### src/rtl/jamma_input_scanner.sv
`default_nettype none
// ============================================================================
//  Module   : jamma_input_scanner
//  Purpose  : Conditions multiplexed JAMMA player inputs, coin, service and
//             test switches before they reach the arcade core. Drives the
//             splitter select line, samples each player bank after a settle
//             window, debounces buttons, merges the keyboard joystick into
//             player 1 and stretches coin insertions into single-shot pulses.
//  Revision : 1.0  initial release
// ============================================================================
module jamma_input_scanner #(
    parameter int SETTLE_CYC  = 16,
    parameter int DEB_SAMPLES = 4,
    parameter int COIN_HOLD   = 200000
) (
    input  logic       CLK,
    input  logic       RESET,
    input  logic [7:0] JJOY,
    input  logic [1:0] JCOIN,
    input  logic       JSERVICE,
    input  logic       JTEST,
    input  logic [5:0] KBD_JOY,
    output logic       JSELECT,
    output logic [7:0] JOY1,
    output logic [7:0] JOY2,
    output logic [1:0] COIN,
    output logic       SERVICE,
    output logic       TEST,
    output logic       SCAN_STB
);

    // Counter widths sized so the terminal value always fits (no wrap).
    localparam int c_SCW = (SETTLE_CYC > 1) ? $clog2(SETTLE_CYC) : 1;
    localparam int c_DBW = $clog2(DEB_SAMPLES + 1);
    localparam int c_CCW = (COIN_HOLD > 1) ? $clog2(COIN_HOLD) : 1;

    localparam logic [c_SCW-1:0] c_SET_LAST  = c_SCW'(SETTLE_CYC - 1);
    localparam logic [c_DBW-1:0] c_DEB_LAST  = c_DBW'(DEB_SAMPLES - 1);
    localparam logic [c_CCW-1:0] c_COIN_LAST = c_CCW'(COIN_HOLD - 1);

    typedef enum logic [1:0] {
        S0_SETTLE = 2'd0,
        S0_SAMPLE = 2'd1,
        S1_SETTLE = 2'd2,
        S1_SAMPLE = 2'd3
    } scan_state_t;

    typedef enum logic [1:0] {
        C_IDLE     = 2'd0,
        C_HOLD     = 2'd1,
        C_WAIT_REL = 2'd2
    } coin_state_t;

    // ------------------------------------------------------------------
    // Scan sequencer
    // ------------------------------------------------------------------
    scan_state_t      r_scan_state;
    scan_state_t      w_scan_next;
    logic [c_SCW-1:0] r_set_cnt;
    logic             w_set_last;
    logic             w_in_settle;
    logic             r_jselect;
    logic             r_scan_stb;

    assign w_set_last  = (r_set_cnt == c_SET_LAST);
    assign w_in_settle = (r_scan_state == S0_SETTLE) || (r_scan_state == S1_SETTLE);

    // Next-state decode for the P1/P2 scan cycle.
    always_comb begin
        w_scan_next = r_scan_state;
        case (r_scan_state)
            S0_SETTLE: if (w_set_last) w_scan_next = S0_SAMPLE;
            S0_SAMPLE: w_scan_next = S1_SETTLE;
            S1_SETTLE: if (w_set_last) w_scan_next = S1_SAMPLE;
            S1_SAMPLE: w_scan_next = S0_SETTLE;
            default:   w_scan_next = S0_SETTLE;
        endcase
    end

    // Scan state, settle counter, registered select and end-of-scan strobe.
    // JSELECT is registered from the next state so it only moves on entry
    // to a settle state and never glitches on state decode.
    always_ff @(posedge CLK) begin
        if (RESET) begin
            r_scan_state <= S0_SETTLE;
            r_set_cnt    <= '0;
            r_jselect    <= 1'b0;
            r_scan_stb   <= 1'b0;
        end else begin
            r_scan_state <= w_scan_next;
            r_set_cnt    <= (w_in_settle && !w_set_last) ? r_set_cnt + 1'b1 : '0;
            r_jselect    <= (w_scan_next == S1_SETTLE) || (w_scan_next == S1_SAMPLE);
            r_scan_stb   <= (r_scan_state == S1_SAMPLE);
        end
    end

    assign JSELECT  = r_jselect;
    assign SCAN_STB = r_scan_stb;

    // ------------------------------------------------------------------
    // Per-bit debounce for both player banks
    // ------------------------------------------------------------------
    logic [7:0]       r_deb1;
    logic [7:0]       r_deb2;
    logic [c_DBW-1:0] r_dcnt1 [0:7];
    logic [c_DBW-1:0] r_dcnt2 [0:7];
    logic             w_p1_smp;
    logic             w_p2_smp;

    // JJOY is used directly here: the settle window already gives it
    // many clocks to resolve before it is looked at.
    assign w_p1_smp = (r_scan_state == S0_SAMPLE);
    assign w_p2_smp = (r_scan_state == S1_SAMPLE);

    // Debounce update, evaluated only on the owning player's sample slot.
    always_ff @(posedge CLK) begin
        if (RESET) begin
            r_deb1 <= 8'hFF;
            r_deb2 <= 8'hFF;
            for (int i = 0; i < 8; i++) begin
                r_dcnt1[i] <= '0;
                r_dcnt2[i] <= '0;
            end
        end else begin
            for (int i = 0; i < 8; i++) begin
                if (w_p1_smp) begin
                    if (JJOY[i] == r_deb1[i]) begin
                        r_dcnt1[i] <= '0;
                    end else if (r_dcnt1[i] == c_DEB_LAST) begin
                        r_deb1[i]  <= JJOY[i];
                        r_dcnt1[i] <= '0;
                    end else begin
                        r_dcnt1[i] <= r_dcnt1[i] + 1'b1;
                    end
                end
                if (w_p2_smp) begin
                    if (JJOY[i] == r_deb2[i]) begin
                        r_dcnt2[i] <= '0;
                    end else if (r_dcnt2[i] == c_DEB_LAST) begin
                        r_deb2[i]  <= JJOY[i];
                        r_dcnt2[i] <= '0;
                    end else begin
                        r_dcnt2[i] <= r_dcnt2[i] + 1'b1;
                    end
                end
            end
        end
    end

    // ------------------------------------------------------------------
    // Player outputs (keyboard merged into P1 every clock)
    // ------------------------------------------------------------------
    logic [7:0] r_joy1;
    logic [7:0] r_joy2;

    // Output registers; keyboard path bypasses scan timing.
    always_ff @(posedge CLK) begin
        if (RESET) begin
            r_joy1 <= 8'hFF;
            r_joy2 <= 8'hFF;
        end else begin
            r_joy1 <= r_deb1 & {2'b11, KBD_JOY};
            r_joy2 <= r_deb2;
        end
    end

    assign JOY1 = r_joy1;
    assign JOY2 = r_joy2;

    // ------------------------------------------------------------------
    // Service / test synchronizers
    // ------------------------------------------------------------------
    logic [1:0] r_st_s1;
    logic [1:0] r_st_s2;

    // Two-stage synchronizer for {JSERVICE, JTEST}.
    always_ff @(posedge CLK) begin
        if (RESET) begin
            r_st_s1 <= 2'b11;
            r_st_s2 <= 2'b11;
        end else begin
            r_st_s1 <= {JSERVICE, JTEST};
            r_st_s2 <= r_st_s1;
        end
    end

    assign SERVICE = r_st_s2[1];
    assign TEST    = r_st_s2[0];

    // ------------------------------------------------------------------
    // Coin channels: synchronizer + single-shot pulse stretcher each
    // ------------------------------------------------------------------
    for (genvar g = 0; g < 2; g++) begin : g_coin
        logic             r_s1;
        logic             r_s2;
        coin_state_t      r_state;
        coin_state_t      w_next;
        logic [c_CCW-1:0] r_cnt;
        logic [c_CCW-1:0] w_cnt_next;
        logic             r_out;
        logic             w_out_next;

        // Two-stage synchronizer for the asynchronous coin switch.
        always_ff @(posedge CLK) begin
            if (RESET) begin
                r_s1 <= 1'b1;
                r_s2 <= 1'b1;
            end else begin
                r_s1 <= JCOIN[g];
                r_s2 <= r_s1;
            end
        end

        // Pulse FSM next-state: fixed-length low pulse, then wait for release.
        always_comb begin
            w_next     = r_state;
            w_cnt_next = r_cnt;
            w_out_next = r_out;
            case (r_state)
                C_IDLE: begin
                    if (!r_s2) begin
                        w_next     = C_HOLD;
                        w_cnt_next = c_COIN_LAST;
                        w_out_next = 1'b0;
                    end
                end
                C_HOLD: begin
                    if (r_cnt == '0) begin
                        w_next     = C_WAIT_REL;
                        w_out_next = 1'b1;
                    end else begin
                        w_cnt_next = r_cnt - 1'b1;
                    end
                end
                C_WAIT_REL: begin
                    if (r_s2) w_next = C_IDLE;
                end
                default: begin
                    w_next     = C_IDLE;
                    w_cnt_next = '0;
                    w_out_next = 1'b1;
                end
            endcase
        end

        // Pulse FSM registers; reset aborts any pulse in progress.
        always_ff @(posedge CLK) begin
            if (RESET) begin
                r_state <= C_IDLE;
                r_cnt   <= '0;
                r_out   <= 1'b1;
            end else begin
                r_state <= w_next;
                r_cnt   <= w_cnt_next;
                r_out   <= w_out_next;
            end
        end

        assign COIN[g] = r_out;
    end

endmodule
`default_nettype wire
### config.mk
export PLATFORM = sky130hd
export DESIGN_NAME = jamma_input_scanner
export DESIGN_NICKNAME = d
export VERILOG_FILES = /design/src/rtl/jamma_input_scanner.sv
export SDC_FILE = /design/constraint.sdc
export NUM_CORES = 1
export LEC_CHECK = 0
export BUFFER_PORTS_ARGS = -buffer_cell sky130_fd_sc_hd__buf_2
export CELL_PAD_IN_SITES_DETAIL_PLACEMENT = 1
export CELL_PAD_IN_SITES_GLOBAL_PLACEMENT = 2
export CORE_UTILIZATION = 39
export DETAILED_ROUTE_END_ITERATION = 6
export PLACE_DENSITY = 0.75
export SETUP_SLACK_MARGIN = 0.15
export SLEW_MARGIN = 40
export SYNTH_ARGS = -nofsm -noshare
export SYNTH_HDL_FRONTEND = slang
export SYNTH_SLANG_ARGS = --single-unit
export TNS_END_PERCENT = 10
### constraint.sdc
create_clock -name CLK -period 3.12 [get_ports CLK]
set_clock_uncertainty 0.2 [all_clocks]
set_input_delay 0.78 -clock CLK [delete_from_list [all_inputs] [get_ports CLK]]
set_output_delay 0.78 -clock CLK [all_outputs]
set_load 0.01 [all_outputs]
Word level (Yosys, flattened, before mapping):

Memories as Yosys holds them, arrays and structs flattened.
Cells that the tools add are included.

* register bits after elaboration: 90
* RAM bits: 48
* bits in read-only memories: 0
* bits in latches: 0
* memories: 2
* input port bits: 20
* output and inout bits: 22
* logic and storage cells: 502

Memory list
* r_dcnt1: words 8, bits a word 3, rd ports 8, clocked after Yosys merged registers in 0, write ports 8, line 105 `logic [c_DBW-1:0] r_dcnt1 [0:7];`
* r_dcnt2: words 8, bits a word 3, rd ports 8, clocked after Yosys merged registers in 0, write ports 8, line 106 `logic [c_DBW-1:0] r_dcnt2 [0:7];`

* order comparisons: 0
* div/mod/pow operators: 0
* $add $sub $neg: 19
* equal/unequal tests: 50
* shift operators: 0
* multiplexer cells: 297
* bitwise logic cells: 68
* reduce and logical (&&, ||, !) cells: 32
* $mul: 0

Operators by type and width (number)
* two-way mux 1 bit: 230
* two-way mux 3 bit: 48
* case mux 18 bit (3 select lines): 2
* two-way mux 18 bit: 4
* AND reduction 3 bit: 22
* adder 3 x 1 -> 3 bit (second input constant): 16
* equality test 3 x 2 -> 1 bit (second input constant): 16
* OR 1 bit: 48
* logical NOT 18 bit: 2
* subtractor 18 x 1 -> 18 bit (second input constant): 2
* NOT 1 bit: 19
* equality test 1 bit: 16
* two-way mux 2 bit: 8
* inequality test 2 bit (second input constant): 8
* equality test 2 bit (second input constant): 6
* case mux 2 bit (3 select lines): 2
* bitwise AND 8 bit: 1
* case mux 2 bit (4 select lines): 1
* equality test 2 x 1 -> 1 bit (second input constant): 3
* logical NOT 2 bit: 3
* case mux 1 bit (3 select lines): 2
* adder 4 x 1 -> 4 bit (second input constant): 1
* equality test 4 bit (second input constant): 1
* logical OR 1 bit: 2
* other kinds (3): 3

Logic depth before layout (Yosys ltp):

Gate-level depths: netlist of the first run.

* depth in word-level cells: 8
* gate-level depth with buffers: 9

Worst setup path before layout of the first run:

Ideal clock, no wire load.

* path kind: register -> register
* start point: register g_coin[1].r_cnt[0]
* end point: register g_coin[1].r_cnt[3]
* cell stages (with the launch flop): 9
* setup time: 0.122 ns
* setup slack: 0.509 ns
* arrival: 2.289 ns
* buffers on the path: 1
* required time: 2.798 ns
* cells stage by stage: dfxtp_1 -> inv_1 -> ha_1 -> or3b_2 -> or4_1 -> buf_2 -> o21ai_1 -> nor4_1 -> a311o_1

* cells in the longest elaborated chain, start to end: 3
* elaborated cells between the ends (all ways): 6

RTL lines
* start, declared: line 198 `logic [c_CCW-1:0] r_cnt;`
* start signal, assigned: line 254 `r_cnt <= w_cnt_next;`
* subtractor 18 x 1 -> 18 bit or logical NOT 18 bit (tied branches): line 232, 228
* two-way mux 18 bit or inequality test 2 bit (tied branches)
* case mux 18 bit (3 select lines) or AND reduction 3 bit (tied branches)

Several ways; a longest one is shown, not always the timed one. The select of a mux whose other input is x is not followed.
A chain may end at the register's enable or synchronous reset.

Worst setup path in the final report of the first run:

Same ends and word-level chain as after synthesis.

==> impl_metrics.json, run 1 <==
{
  "status": "complete, no violations",
  "post-route-drc-count": 0,
  "num_vias": 4666,
  "firstDrtPassIters": 4,
  "syn_area_per_cell_um2": 10.15,
  "worstSetupPathType": "register to register",
  "synthesis.area_um2": 6336,
  "ant_nets": 0,
  "grt_max_degree": 42,
  "multi_input_area_um2": 2818,
  "ys_types": 54,
  "power.total_w": 0.004702,
  "fin_crit_ns": 2.741,
  "drt-wirelength-per-cell_um": 15.79,
  "num_rows": 46,
  "grt_pass1_vias": 4873,
  "crit_path_end_kind": "register",
  "post-cts-setup-buffers": 0,
  "nNetsFinal": 726,
  "core_um2": 15890,
  "final-seq-area_um2": 3223,
  "rsz0062_at_grt": "false",
  "grt_pass1_wl_mm": 23.98,
  "die_width_um": 129.5,
  "clock.fmax_mhz": 364.8,
  "grt_overflow": 0,
  "startpoint_type": "register",
  "cts.htree.levels": 4,
  "wirelength_mm": 14.15,
  "maxSlewViolCount": 0,
  "cts_resized": 0,
  "clk_latency_ns": 0.42,
  "cts_made_buffers": 17,
  "cts_buffer_depth": 2,
  "p_per_area_nw_per_um2": 635.3,
  "antenna_found_initial": 1,
  "worst_pin_slew_ns": 0.7360,
  "async_flop_share_pct": 0,
  "hold_viol": 0,
  "place_congestion": 0.8312,
  "fin_setup_tns_ns": 0,
  "setup_viol_count_final": 0,
  "fin_crit_sh_pct": 87.85,
  "layout-drive-gt1-share_pct": 17.82,
  "clock-sinks": 137,
  "post-dp-hpwl_mm": 10.02,
  "die_h_um": 129.5,
  "dieArea_um2": 16760,
  "avgViaCountPerCell": 5.208,
  "yosys_warnings": 0,
  "drt-initial-drc-count": 190,
  "hp-class": "register to register",
  "timing.slew.headroom_pct": 50.70,
  "start_util_pct": 39.89,
  "cts_tree": "done",
  "syn_nets": 684,
  "synth-edff-count": 48,
  "clockRootBuffer": "clkbuf_16",
  "clk_pin_slew_ns": 0.06,
  "power_leakage_nw": 3.016,
  "track_usage_pct": 18.59,
  "nFillCells": 1773,
  "critPathArrivalTime_ns": 2.84,
  "num_io_pins": 42,
  "ys_seq_area_share_pct": 50.87,
  "cp.required_ns": 3.22,
  "area_growth_pct": 16.80,
  "drv_cap": 0,
  "ir_drop_mv": 0.4023,
  "ctsHoldBuffers": 0,
  "utilization_pct": 46.59,
  "synth_flop_cell": "dfxtp_1",
  "ys_ff_latch": 137,
  "synth_cells": 624,
  "io_buffers": 41,
  "critical_path.max_fanout": 9
}
## flip-flops by register name, summed over array words and instances, names as in the netlist
name            cells
JOY1                8
JOY2                8
SCAN_STB            1
g_coin.r_cnt       36
g_coin.r_out        2
g_coin.r_s1         2
g_coin.r_s2         2
g_coin.r_state      4
r_dcnt1            24
r_dcnt2            24
r_deb1              8
r_deb2              8
r_scan_state        2
r_set_cnt           4
r_st_s1             2
r_st_s2             2
## final cells by class
class | count | area share [%]
Sequential cell | 137 | 43.55
Multi-Input combinational cell | 413 | 38.07
Clock buffer | 23 | 7.050
Timing Repair Buffer | 52 | 3.888
Tap cell | 216 | 3.652
Inverter | 45 | 2.282
Clock inverter | 9 | 1.471
Antenna cell | 1 | 0.03381
## power breakdown
| part | internal, W | total (W) | leakage (nW) | switching [W] |
|---|---|---|---|---|
| clock network | 0.00134 | 0.00211 | 0.309 | 0.000766 |
| logic | 0.000226 | 0.000562 | 1.48 | 0.000336 |
| registers | 0.00194 | 0.00203 | 1.22 | 0.0000927 |
| total | 0.00351 | 0.00470 | 3.02 | 0.00119 |
## per-stage QoR
| step | setup WS [ns] | cell area, um2 | hold WS [ns] | std cells |
|---|---|---|---|---|
| finish | 0.3789 | 7401 | 0.2146 | 896 |
| global route | 0.2733 | 7398 | 0.2241 | 895 |
| CTS | 0.3796 | 7398 | 0.2163 | 895 |
| detailed placement | 0.4061 | 6768 | 0.2026 | 863 |
| global placement | 0.4865 | 6768 | 0.1974 | 863 |
| floorplan | 0.5086 | 6336 | 0.1895 | 624 |
## kinds of logic (layout without fill, tap and decap cells)
| kind of cell | after synthesis | count (layout) | share of synthesized area [%] |
|---|---|---|---|
| and+or+nand+nor | 215 | 215 | 17.24 |
| DFF | 137 | 137 | 50.87 |
| AOI/OAI and AO/OA | 124 | 124 | 14.63 |
| buffers and inverters | 74 | 129 | 4.660 |
| adders and majority gates | 40 | 40 | 7.899 |
| xor gates and xnor gates | 34 | 34 | 4.700 |
| other | 0 | 1 | 0 |
## final timing paths
kind / startpoint / to / slack, ns / cells after the start
worst max-delay path: g_coin[1].r_cnt[0] / g_coin[1].r_cnt[3] / 0.38 / 7
worst min-delay path: g_coin[1].r_s1 / g_coin[1].r_s2 / 0.21 / 1
worst max register to register: g_coin[1].r_cnt[0] / g_coin[1].r_cnt[3] / 0.38 / 7
worst min register to register: g_coin[1].r_s1 / g_coin[1].r_s2 / 0.21 / 1
## Yosys cell counts, drive strengths merged, types with 2 or more instances
cell     count  share of area (%)
inv         44                2.6
nand3        7               0.55
nand2       21                1.2
nand2b       5               0.49
ha          40                7.9
nor2b        2               0.20
a22o         6               0.83
nor3        12               0.95
or3b         3               0.41
xor2        13                1.8
o21ai       16                1.4
a211o        2               0.28
o221a        3               0.53
a21o        10                1.2
a21boi      16                1.9
o22ai        2               0.20
clkbuf      21                1.2
o31ai        6               0.71
or3         23                2.3
dfxtp       89                 28
a31oi        3               0.30
nor2        85                5.0
or4         13                1.6
edfxtp      48                 23
o211ai      11                1.3
a311o       17                2.7
nor4        10               0.99
a211oi       2               0.24
buf          8               0.75
a21oi       16                1.3
nand4        2               0.20
o21bai       3               0.36
o2bb2ai      3               0.41
xnor2       21                2.9
a31o         2               0.28
or2         27                2.7
## per-layer routing
| metal | wire length (um) | share of wire [%] | up-vias | GRT usage, % |
|---|---|---|---|---|
| met5 | 0 | 0 | - | 0 |
| met1 | 6598 | 47 | 2277 | 22.76 |
| li1 | - | - | 2312 | - |
| met4 | 298 | 2.1 | 0 | 8.618 |
| met3 | 337 | 2.4 | 23 | 3.881 |
| met2 | 6914 | 49 | 54 | 31.40 |
## cell usage in the layout, fill, tap and decap left out, types with 5 or more instances in the layout
cell type	n
a21boi_0	16
a21o_1	10
a21oi_1	16
a22o_1	6
a311o_1	17
buf_2	41
buf_4	11
clkbuf_16	20
dfxtp_1	89
edfxtp_1	48
ha_1	40
inv_1	44
nand2_1	21
nand2b_1	5
nand3_1	7
nor2_1	85
nor3_1	12
nor4_1	10
o211ai_1	11
o21ai_0	12
o31ai_1	6
or2_2	27
or3_1	23
or4_1	12
xnor2_1	21
xor2_1	13
## critical path, stage by stage (launching register included)
cell and delay, ns:
dfxtp_1 0.34, inv_1 0.06, ha_1 0.16, or3b_2 0.52
or4_1 0.68, o21ai_1 0.24, nor4_1 0.09, a311o_1 0.33
No activity file was read; power rests on OpenSTA's default activity.
==> inputs of run 2 (changes only) <==
==> config.mk (replaced) <==
export PLATFORM = sky130hd
export DESIGN_NAME = jamma_input_scanner
export DESIGN_NICKNAME = d
export VERILOG_FILES = /design/src/rtl/jamma_input_scanner.sv
export SDC_FILE = /design/constraint.sdc
export NUM_CORES = 1
export LEC_CHECK = 0
export BUFFER_PORTS_ARGS = -buffer_cell sky130_fd_sc_hd__buf_2
export CORE_UTILIZATION = 45
export DETAILED_ROUTE_END_ITERATION = 6
export PLACE_DENSITY = 0.58
export SETUP_SLACK_MARGIN = 0.15
export SLEW_MARGIN = 20
export SYNTH_ARGS = -nofsm -noshare
export SYNTH_HDL_FRONTEND = slang
export SYNTH_SLANG_ARGS = --single-unit
export TNS_END_PERCENT = 10
==> run 2 against run 1 <==
  * Sequential share of layout area is 0.85 points higher
  * Count of clock-buffer cells in the layout is 1 lower
  * Critical path depth stayed put
  * Global-route usage is 0.064 points higher
  * Fmax is 2.2% higher
  * Clock power is 12% lower
  * Routed wire length is 12% lower
  * Via count is 1.1% lower
  * Sequential power hardly changed
  * Power is 5.7% lower
  * First-iteration DRC count is 91% higher
  * Critical path type unchanged
  * Highest routed layer unchanged
==> impl_metrics.json, run 2 (synthesis results as in run 1) <==
{
  "cts_tree": "done",
  "hp-class": "register to register",
  "grt_pass1_vias": 4429,
  "post-dp-hpwl_mm": 8.633,
  "layout-drive-gt1-share_pct": 17.40,
  "drv_cap": 0,
  "track_usage_pct": 18.65,
  "whs_path_depth": 1,
  "fin_crit_ns": 2.681,
  "io_buffers": 41,
  "r2r_cells": 7,
  "setup_viol_count_final": 0,
  "power_leakage_nw": 2.955,
  "ant_nets": 0,
  "crit_path_end_kind": "register",
  "clock-sinks": 137,
  "firstDrtPassIters": 5,
  "antenna_found_initial": 0,
  "maxSlewViolCount": 0,
  "nNetsFinal": 725,
  "core_um2": 13510,
  "drt-wirelength-per-cell_um": 14.64,
  "grt_max_degree": 29,
  "nFillCells": 1202,
  "grt_overflow": 0,
  "design_area_um2": 7259,
  "critical_path.max_fanout": 9,
  "cts_made_buffers": 17,
  "fin_crit_sh_pct": 85.94,
  "largest_register": "g_coin.r_cnt",
  "layout_commonest_cell": "dfxtp_1",
  "start_util_pct": 46.91,
  "cp.required_ns": 3.21,
  "reg_top3": "g_coin.r_cnt x36, r_dcnt1 x24, r_dcnt2 x24",
  "utilization_pct": 53.75,
  "num_rows": 42,
  "die_width_um": 120.7,
  "place_inst": 822,
  "place_congestion": 0.8597,
  "largest_reg_flops": 36,
  "post-cts-setup-buffers": 0,
  "die_h_um": 120.7,
  "clk_latency_ns": 0.41,
  "cts.htree.levels": 4,
  "ir_drop_mv": 0.4947,
  "final_cell_mix": "89 x dfxtp_1, 85 x nor2_1, 48 x edfxtp_1",
  "startpoint_type": "register",
  "grt_pass1_wl_mm": 21.27,
  "clock.fmax_mhz": 372.9,
  "dieArea_um2": 14560,
  "post_dp_cell_area_um2": 6710,
  "wirelength_mm": 12.51,
  "post-route-drc-count": 0,
  "worst_pin_slew_ns": 0.7862,
  "num_vias": 4617,
  "timing.slew.headroom_pct": 47.34,
  "critPathArrivalTime_ns": 2.78,
  "worstSetupPathType": "register to register",
  "cts_resized": 0,
  "area_growth_pct": 14.57,
  "fin_setup_tns_ns": 0,
  "hold_viol": 0,
  "clk_pin_slew_ns": 0.05,
  "num_io_pins": 42,
  "p_per_area_nw_per_um2": 610.7,
  "ctsHoldBuffers": 0,
  "rsz0062_at_grt": "false",
  "diodes": 0,
  "avgViaCountPerCell": 5.406,
  "status": "complete, no violations",
  "cts_buffer_depth": 2,
  "clockRootBuffer": "clkbuf_16",
  "drt-initial-drc-count": 362,
  "instances_no_fill": 854
}
-- run 2: power by group --
group          total [W]  switching [W]  leakage, nW  internal, W
clock network    0.00185       0.000737        0.253      0.00112
registers        0.00203      0.0000900         1.22      0.00194
logic           0.000550       0.000325         1.48     0.000225
-- run 2: worst max-delay path, stage by stage (launching register included) --
cell	delay, ns
dfxtp_1	0.34
inv_1	0.07
ha_1	0.15
or3b_2	0.51
or4_1	0.68
o21ai_1	0.23
nor4_1	0.06
a311o_1	0.33
-- run 2: stage by stage --
| step | total power, W | worst slack (ns) | hold WS (ns) |
|---|---|---|---|
| after floorplan | 0.002471 | 0.5086 | 0.1895 |
| after global placement | 0.002595 | 0.4953 | 0.1916 |
| after detailed placement | 0.002607 | 0.4499 | 0.1990 |
| after CTS | 0.004472 | 0.4482 | 0.2132 |
| after global routing | 0.004632 | 0.3085 | 0.2308 |
| final | 0.004433 | 0.4386 | 0.2080 |
-- run 2: area by class of cell --
| type | count | area (um2) | area share (%) |
|---|---|---|---|
| clock buffers | 22 | 454.2 | 6.256 |
| well taps | 176 | 220.2 | 3.033 |
| clock inverters | 10 | 95.09 | 1.310 |
| flip-flops and latches | 137 | 3223 | 44.40 |
| inverters | 45 | 168.9 | 2.327 |
| repair buffers | 51 | 280.3 | 3.861 |
| multi-input cells | 413 | 2818 | 38.81 |
-- run 2: worst paths after layout --
check,start,to,slack (ns)
max,g_coin[1].r_cnt[0],g_coin[1].r_cnt[3],0.44
min,g_coin[1].r_s1,g_coin[1].r_s2,0.21
max reg2reg,g_coin[1].r_cnt[0],g_coin[1].r_cnt[3],0.44
min reg2reg,g_coin[1].r_s1,g_coin[1].r_s2,0.21
-- run 2: per-layer routing --
layer  vias up  part of all wire [%]  GRT usage, %
met5         -                     0             0
met4         0                   1.6         6.867
met3        12                   3.9         4.811
met2       101                    48         30.53
met1      2188                    47         23.65
li1       2316                     -             -
